===== src/rtl/pipe_ctrl_pkg.sv =====
// pipe_ctrl_pkg: shared types for the WISC pipeline control slice.
// Tracker entry, control FSM states and the zero-register id.
package pipe_ctrl_pkg;

  // Register ids are stored zero-extended so the entry type stays fixed
  localparam int RID_W = 8;

  typedef logic [RID_W-1:0] rid_t;

  localparam rid_t ZERO_REG = '0;

  typedef struct packed {
    logic valid;
    rid_t rd;
    logic wr;
    logic is_load;
  } hz_entry_t;

  typedef enum logic [1:0] {
    RUN,
    DRAIN,
    HALTED
  } ctrl_state_t;

endpackage


===== src/rtl/hz_src_match.sv =====
// hz_src_match: scans the tracker for one source operand.
// In: ent_i tracker, src_i, used_i. Out: hit_o, idx_o youngest, load_o.
module hz_src_match
  import pipe_ctrl_pkg::*;
#(
  parameter int DEPTH = 3,
  parameter int SEL_W = 2
) (
  input  hz_entry_t [DEPTH-1:0] ent_i,
  input  rid_t                  src_i,
  input  logic                  used_i,
  output logic                  hit_o,
  output logic [SEL_W-1:0]      idx_o,
  output logic                  load_o
);

  // Walk oldest to youngest so the lowest index overwrites last
  always_comb begin
    hit_o  = 1'b0;
    idx_o  = '0;
    load_o = 1'b0;
    for (int i = DEPTH - 1; i >= 0; i--) begin
      if (ent_i[i].valid && ent_i[i].wr &&
          ent_i[i].rd == src_i && used_i &&
          src_i != ZERO_REG) begin
        hit_o  = 1'b1;
        idx_o  = SEL_W'(i);
        load_o = ent_i[i].is_load;
      end
    end
  end

endmodule


===== src/rtl/pipe_hazard_ctrl.sv =====
// pipe_hazard_ctrl: tag scoreboard for EX..WB writers; drives stall,
// bubble, flush, forward selects, halt drain and memory-busy freeze.
module pipe_hazard_ctrl
  import pipe_ctrl_pkg::*;
#(
  parameter int REG_ADDR_W = 4,
  parameter int DEPTH      = 3,
  parameter int FWD_EN     = 1,
  parameter int LOAD_LAT   = 2,
  parameter int SEL_W      = $clog2(DEPTH + 1)
) (
  input  logic                  clk,
  input  logic                  rst,
  input  logic                  id_valid_i,
  input  logic [REG_ADDR_W-1:0] id_rs_i,
  input  logic [REG_ADDR_W-1:0] id_rt_i,
  input  logic                  id_rs_used_i,
  input  logic                  id_rt_used_i,
  input  logic [REG_ADDR_W-1:0] id_rd_i,
  input  logic                  id_wr_i,
  input  logic                  id_is_load_i,
  input  logic                  id_is_halt_i,
  input  logic                  redirect_i,
  input  logic                  mem_busy_i,
  output logic                  stall_if_o,
  output logic                  stall_id_o,
  output logic                  bubble_ex_o,
  output logic                  flush_ifid_o,
  output logic [SEL_W-1:0]      fwd_sel_a_o,
  output logic [SEL_W-1:0]      fwd_sel_b_o,
  output logic [SEL_W-1:0]      inflight_cnt_o,
  output logic                  halt_o
);

  hz_entry_t [DEPTH-1:0] ent_q, ent_d;
  ctrl_state_t           state_q, state_d;
  logic                  halt_q, halt_d;

  logic             hit_a, hit_b;
  logic             ld_a, ld_b;
  logic [SEL_W-1:0] idx_a, idx_b;
  logic             stall_a, stall_b;
  logic             raw_stall, issue;
  logic             tail_busy;
  logic [SEL_W-1:0] cnt;

  hz_src_match #(
    .DEPTH (DEPTH),
    .SEL_W (SEL_W)
  ) u_match_a (
    .ent_i  (ent_q),
    .src_i  (rid_t'(id_rs_i)),
    .used_i (id_rs_used_i),
    .hit_o  (hit_a),
    .idx_o  (idx_a),
    .load_o (ld_a)
  );

  hz_src_match #(
    .DEPTH (DEPTH),
    .SEL_W (SEL_W)
  ) u_match_b (
    .ent_i  (ent_q),
    .src_i  (rid_t'(id_rt_i)),
    .used_i (id_rt_used_i),
    .hit_o  (hit_b),
    .idx_o  (idx_b),
    .load_o (ld_b)
  );

  // With forwarding only a load still short of LOAD_LAT blocks
  assign stall_a = (FWD_EN == 0) ? hit_a :
    (hit_a && ld_a && (int'(idx_a) < LOAD_LAT));
  assign stall_b = (FWD_EN == 0) ? hit_b :
    (hit_b && ld_b && (int'(idx_b) < LOAD_LAT));
  assign raw_stall = stall_a || stall_b;

  assign issue = id_valid_i && !raw_stall && !redirect_i &&
                 state_q == RUN && !mem_busy_i;

  assign fwd_sel_a_o = (FWD_EN != 0 && hit_a) ?
    idx_a + SEL_W'(1) : '0;
  assign fwd_sel_b_o = (FWD_EN != 0 && hit_b) ?
    idx_b + SEL_W'(1) : '0;

  always_comb begin
    cnt       = '0;
    tail_busy = 1'b0;
    for (int i = 0; i < DEPTH; i++) begin
      cnt = cnt + SEL_W'(ent_q[i].valid);
    end
    // All but WB: if none valid, the tracker is empty after this edge
    for (int i = 0; i < DEPTH - 1; i++) begin
      tail_busy = tail_busy | ent_q[i].valid;
    end
  end

  assign inflight_cnt_o = cnt;
  assign halt_o         = halt_q;

  always_comb begin
    ent_d   = ent_q;
    state_d = state_q;
    halt_d  = halt_q;
    if (!mem_busy_i) begin
      for (int i = DEPTH - 1; i > 0; i--) begin
        ent_d[i] = ent_q[i-1];
      end
      ent_d[0] = '0;
      if (issue) begin
        ent_d[0].valid   = 1'b1;
        ent_d[0].rd      = rid_t'(id_rd_i);
        ent_d[0].wr      = id_wr_i && !id_is_halt_i;
        ent_d[0].is_load = id_is_load_i;
      end
      unique case (state_q)
        RUN: begin
          if (issue && id_is_halt_i) state_d = DRAIN;
        end
        DRAIN: begin
          if (!tail_busy) begin
            state_d = HALTED;
            halt_d  = 1'b1;
          end
        end
        default: ;
      endcase
    end
  end

  always_comb begin
    stall_if_o   = 1'b0;
    stall_id_o   = 1'b0;
    bubble_ex_o  = 1'b0;
    flush_ifid_o = 1'b0;
    priority case (1'b1)
      mem_busy_i: begin
        stall_if_o = 1'b1;
        stall_id_o = 1'b1;
      end
      state_q == HALTED: begin
        stall_if_o = 1'b1;
        stall_id_o = 1'b1;
      end
      state_q == DRAIN: begin
        stall_if_o  = 1'b1;
        stall_id_o  = 1'b1;
        bubble_ex_o = 1'b1;
      end
      redirect_i: begin
        flush_ifid_o = 1'b1;
        bubble_ex_o  = 1'b1;
      end
      raw_stall: begin
        stall_if_o  = 1'b1;
        stall_id_o  = 1'b1;
        bubble_ex_o = 1'b1;
      end
      default: ;
    endcase
  end

  always_ff @(posedge clk) begin
    if (rst) begin
      ent_q   <= '0;
      state_q <= RUN;
      halt_q  <= 1'b0;
    end else begin
      ent_q   <= ent_d;
      state_q <= state_d;
      halt_q  <= halt_d;
    end
  end

endmodule


===== config.mk =====
export PLATFORM = sky130hd
export DESIGN_NAME = pipe_hazard_ctrl
export DESIGN_NICKNAME = d
export VERILOG_FILES = /design/src/rtl/pipe_ctrl_pkg.sv /design/src/rtl/hz_src_match.sv /design/src/rtl/pipe_hazard_ctrl.sv
export SDC_FILE = /design/constraint.sdc
export NUM_CORES = 1
export LEC_CHECK = 0
export ABC_AREA = 0
export CORE_MARGIN = 3
export CORE_UTILIZATION = 30
export CTS_BUF_LIST = sky130_fd_sc_hd__clkbuf_4 sky130_fd_sc_hd__clkbuf_8 sky130_fd_sc_hd__clkbuf_16
export CTS_CLUSTER_DIAMETER = 40
export CTS_CLUSTER_SIZE = 30
export DETAILED_ROUTE_END_ITERATION = 6
export GPL_ROUTABILITY_DRIVEN = 0
export MAX_ROUTING_LAYER = met4
export PLACE_DENSITY = 0.56
export SLEW_MARGIN = 20
export SYNTH_ARGS = -nofsm -noshare
export SYNTH_HDL_FRONTEND = slang
export SYNTH_SLANG_ARGS = --single-unit

===== constraint.sdc =====
create_clock -name clk -period 2.41 [get_ports clk]
set_input_delay 0.3615 -clock clk [delete_from_list [all_inputs] [get_ports clk]]
set_output_delay 0.3615 -clock clk [all_outputs]
set_load 0.1 [all_outputs]

==> run summary <==
The run finished with clean final reports. In this run the power spent charging and discharging nets is 0.246 mW. The area fraction of the dominant cell type after synthesis works out to 0.351. The startpoint identified for the worst hold timing path is halt_o$_SDFFE_PP0P_. After clock tree synthesis, the clock-pin slew on the worst setup and hold paths is 0.08 ns. The largest net degree at the start of global routing is 18, and the HPWL after detailed placement is 2620 um. Summed over all cells, the static leakage comes to 0.857 nW. The I/O pin total came out at 33. The final hold violation count is 0. The tools report the portion of total power attributed to sequential cells as 0.459. TritonCTS built the clock tree. Total number of nets in the final design: 211. Sorting the synthesized cells by area gives the leading types as sky130_fd_sc_hd__dfxtp_1 (35%), sky130_fd_sc_hd__mux2i_1 (9.9%), sky130_fd_sc_hd__xor2_1 (9.3%). Of all nets on the critical path, the largest fanout is 3. Type of destination of the critical path: a primary output. In this run the clock root is driven by a sky130_fd_sc_hd__clkbuf_8. Setup violations remaining at the end of the flow were counted as 0.

Measured along the y axis, the die boundary spans 72.1 um. The synthesized design contains 0 enable-type register cells. The clock power share is 0.299, and the die area is 5200 um^2. The tools report the critical path launch point as ent_q[15]$_SDFFE_PP0N_. The logs give 0.419 GHz for the fmax and 0.484 ns for the worst-case hold slack. Ranked by instance count, the synthesized netlist is headed by sky130_fd_sc_hd__dfxtp_1 (23), sky130_fd_sc_hd__nor2_1 (19), sky130_fd_sc_hd__xor2_1 (14). The tools report the total overflow reported by the global router as 0.

The time the final worst path needs with I/O delays and setup is 2.39 ns. For the number of global-route vias before repair, the log shows 1143. The headroom to the max-slew limit was 0.616; the share of layout cells above drive strength 1 was 0.358.

Overall fraction of global-route tracks in use: 0.137. The clock passes through at most 2 buffers. Power spread over the standard cell area amounts to 423 nW/um^2.

The worst setup path is launched from a register. For the starting density of the core, the log shows 0.319. The critical path required time came out at 2.05 ns. For the worst setup path, the data arrival time is 2.03 ns. The share of async-settable or async-resettable flops after synthesis came out at 0.

Mapped cell area: 1310 um^2. The post-synthesis area per instance is 9.58 um^2. The tools report the largest vdd supply drop as 0.256 mV.

Most numerous cell in the Yosys netlist: sky130_fd_sc_hd__dfxtp_1. For the number of sinks on the clock net, the log shows 23. Setup repair after global routing could not meet its margin everywhere. The share of the cycle needed by the critical path after routing was 0.991.

The tools report the startpoint of the worst-slack reg-to-reg timing path as ent_q[5]$_SDFFE_PP0N_. The switching share of power works out to 0.288. The horizontal extent of the die was 72.1 um; the number of DRC markers after the initial detailed-route iteration was 28. The placed instance count was 229; the number of standard-cell rows in the floorplan was 23.

For this run, design rule violations remaining after detail routing come to 0. The run gives 3330 um as the routed wire length. The level count of the clock H-tree was 1; the first-pass detailed-route iteration total was 4. Of all cell types, the one taking the most synthesized area is sky130_fd_sc_hd__dfxtp_1. The core region is 4120 um^2. Max-cap violations in this run came to 0.

The run gives 0.242 as the combinational fraction of design power. The path class of the tightest hold or removal check is register to register. Among all flip-flop cells after synthesis, the most frequent one is sky130_fd_sc_hd__dfxtp_1.

The post-synthesis to final-layout area growth was 54.0%; the number of antenna violations at the first check in global routing was 0. The run gives 0.351 as the post-synthesis sequential area ratio. Yosys printed 0 warnings. The run gives 0 as the number of pins exceeding their max-slew limit in the final report.

Number of storage elements in the synthesis netlist: 23. The logs give 0.26 ns for the source-to-sink clock delay at the later pin of the worst-skew pair and 40 for the number of different library cells in the post-synthesis netlist. The number of buffers created by CTS is 3.

Once detail routing completed, the nets flagged for antenna violations numbered 0. Average detailed-routed wire length per instance: 14.1 um. After the flow finishes, the layout carries non-filler instances totaling 237. The actual transition at the worst max-transition pin is 0.568 ns, and the number of buffers added on ports is 32. After detailed routing, the number of vias per cell comes to 4.92. Across the routed clock network, the largest skew measured is 0.00203 ns. The repair_antennas step left the layout with diodes totalling 0. Internal power: 0.609 mW.

The global-route wire length before repair came out at 5480 um. The worst setup path is of the register to primary output kind. After technology mapping, the gate count stands at 137. The number of nets handed over by synthesis was 160. For the number of vias in the routed layout, the log shows 1167.
## flip-flops by register name (all words and copies together) (netlist names)
| signal | count |
|---|---|
| ent_q | 20 |
| state_q | 2 |
| halt_o | 1 |
## routing by layer
| layer | share of wire | GRT usage |
|---|---|---|
| met3 | 0.026 | 0.0180 |
| met1 | 0.46 | 0.173 |
| met5 | 0 | - |
| met2 | 0.49 | 0.223 |
| met4 | 0.019 | 0.0501 |
## cell type report
cell class	instances	area [um^2]
fillers	385	2090
flip-flops and latches	23	468
multi-input cells	107	908
repair buffers	52	529
clock buffers	4	48.8
well taps	50	62.6
inverters	1	3.75
## power by group through the flow
stage | registers (mW) | logic [mW] | clock network [mW]
after floorplan | 0.404 | 0.115 | 0
final | 0.392 | 0.207 | 0.256
after detailed placement | 0.402 | 0.207 | 0
after global routing | 0.393 | 0.218 | 0.277
after global placement | 0.402 | 0.205 | 0
after CTS | 0.393 | 0.207 | 0.262
## through the flow
step | setup TNS (ns) | cell area, um^2 | total power, mW | utilization | setup WS [ns]
floorplan | -0.217 | 1360 | 0.519 | - | -0.172
global placement | -2.94 | 1890 | 0.607 | 0.459 | -0.315
detailed placement | -3.02 | 1890 | 0.609 | 0.459 | -0.366
CTS | 0 | 1990 | 0.862 | 0.484 | 0.00631
global route | -0.132 | 2020 | 0.888 | 0.491 | -0.0439
finish | 0 | 2020 | 0.855 | 0.491 | 0.0227
## what timing repair did
item                       in CTS  in global routing
setup endpoints to repair       7                  6
hold buffers                    0                  0
pin swaps                       9                  5
resized for setup              20                 17
buffers inserted                3                  1
## cell usage in the layout, fill, tap and decap left out, types with 4 or more instances in the layout
| cell type | synthesis | routed |
|---|---|---|
| sky130_fd_sc_hd__xor2_1 | 14 | 13 |
| sky130_fd_sc_hd__buf_12 | 0 | 9 |
| sky130_fd_sc_hd__dlygate4sd2_1 | 0 | 5 |
| sky130_fd_sc_hd__clkbuf_2 | 0 | 4 |
| sky130_fd_sc_hd__nor2_1 | 19 | 18 |
| sky130_fd_sc_hd__xnor2_1 | 10 | 10 |
| sky130_fd_sc_hd__a22o_1 | 5 | 5 |
| sky130_fd_sc_hd__buf_4 | 1 | 22 |
| sky130_fd_sc_hd__dfxtp_1 | 23 | 19 |
| sky130_fd_sc_hd__mux2i_1 | 13 | 13 |
| sky130_fd_sc_hd__clkdlybuf4s50_1 | 0 | 12 |
## cell families after synthesis
kind of cell,after synthesis,synth area share
fa+ha+maj,1,0.0153
xor+xnor,24,0.160
flops,23,0.351
mux,13,0.0991
buf+inv,7,0.0362
simple gates,51,0.223
compound gates,18,0.115
## worst paths after layout
path                            to  slack, ns  cells past startpoint
max                     stall_id_o       0.02                      7
min            halt_o$_SDFFE_PP0P_       0.48                      2
max reg2reg  ent_q[1]$_SDFFE_PP0N_       0.41                      7
min reg2reg    halt_o$_SDFFE_PP0P_       0.48                      2
## critical path, cell delays in order (launching register included)
cell                       delay, ns
sky130_fd_sc_hd__dfxtp_4        0.37
sky130_fd_sc_hd__xor2_2         0.18
sky130_fd_sc_hd__nor4_2         0.34
sky130_fd_sc_hd__o211ai_1       0.20
sky130_fd_sc_hd__a21oi_4        0.22
sky130_fd_sc_hd__nor2_2         0.06
sky130_fd_sc_hd__o21ai_4        0.18
sky130_fd_sc_hd__buf_12         0.20
Power figures use the tool's default switching activity.
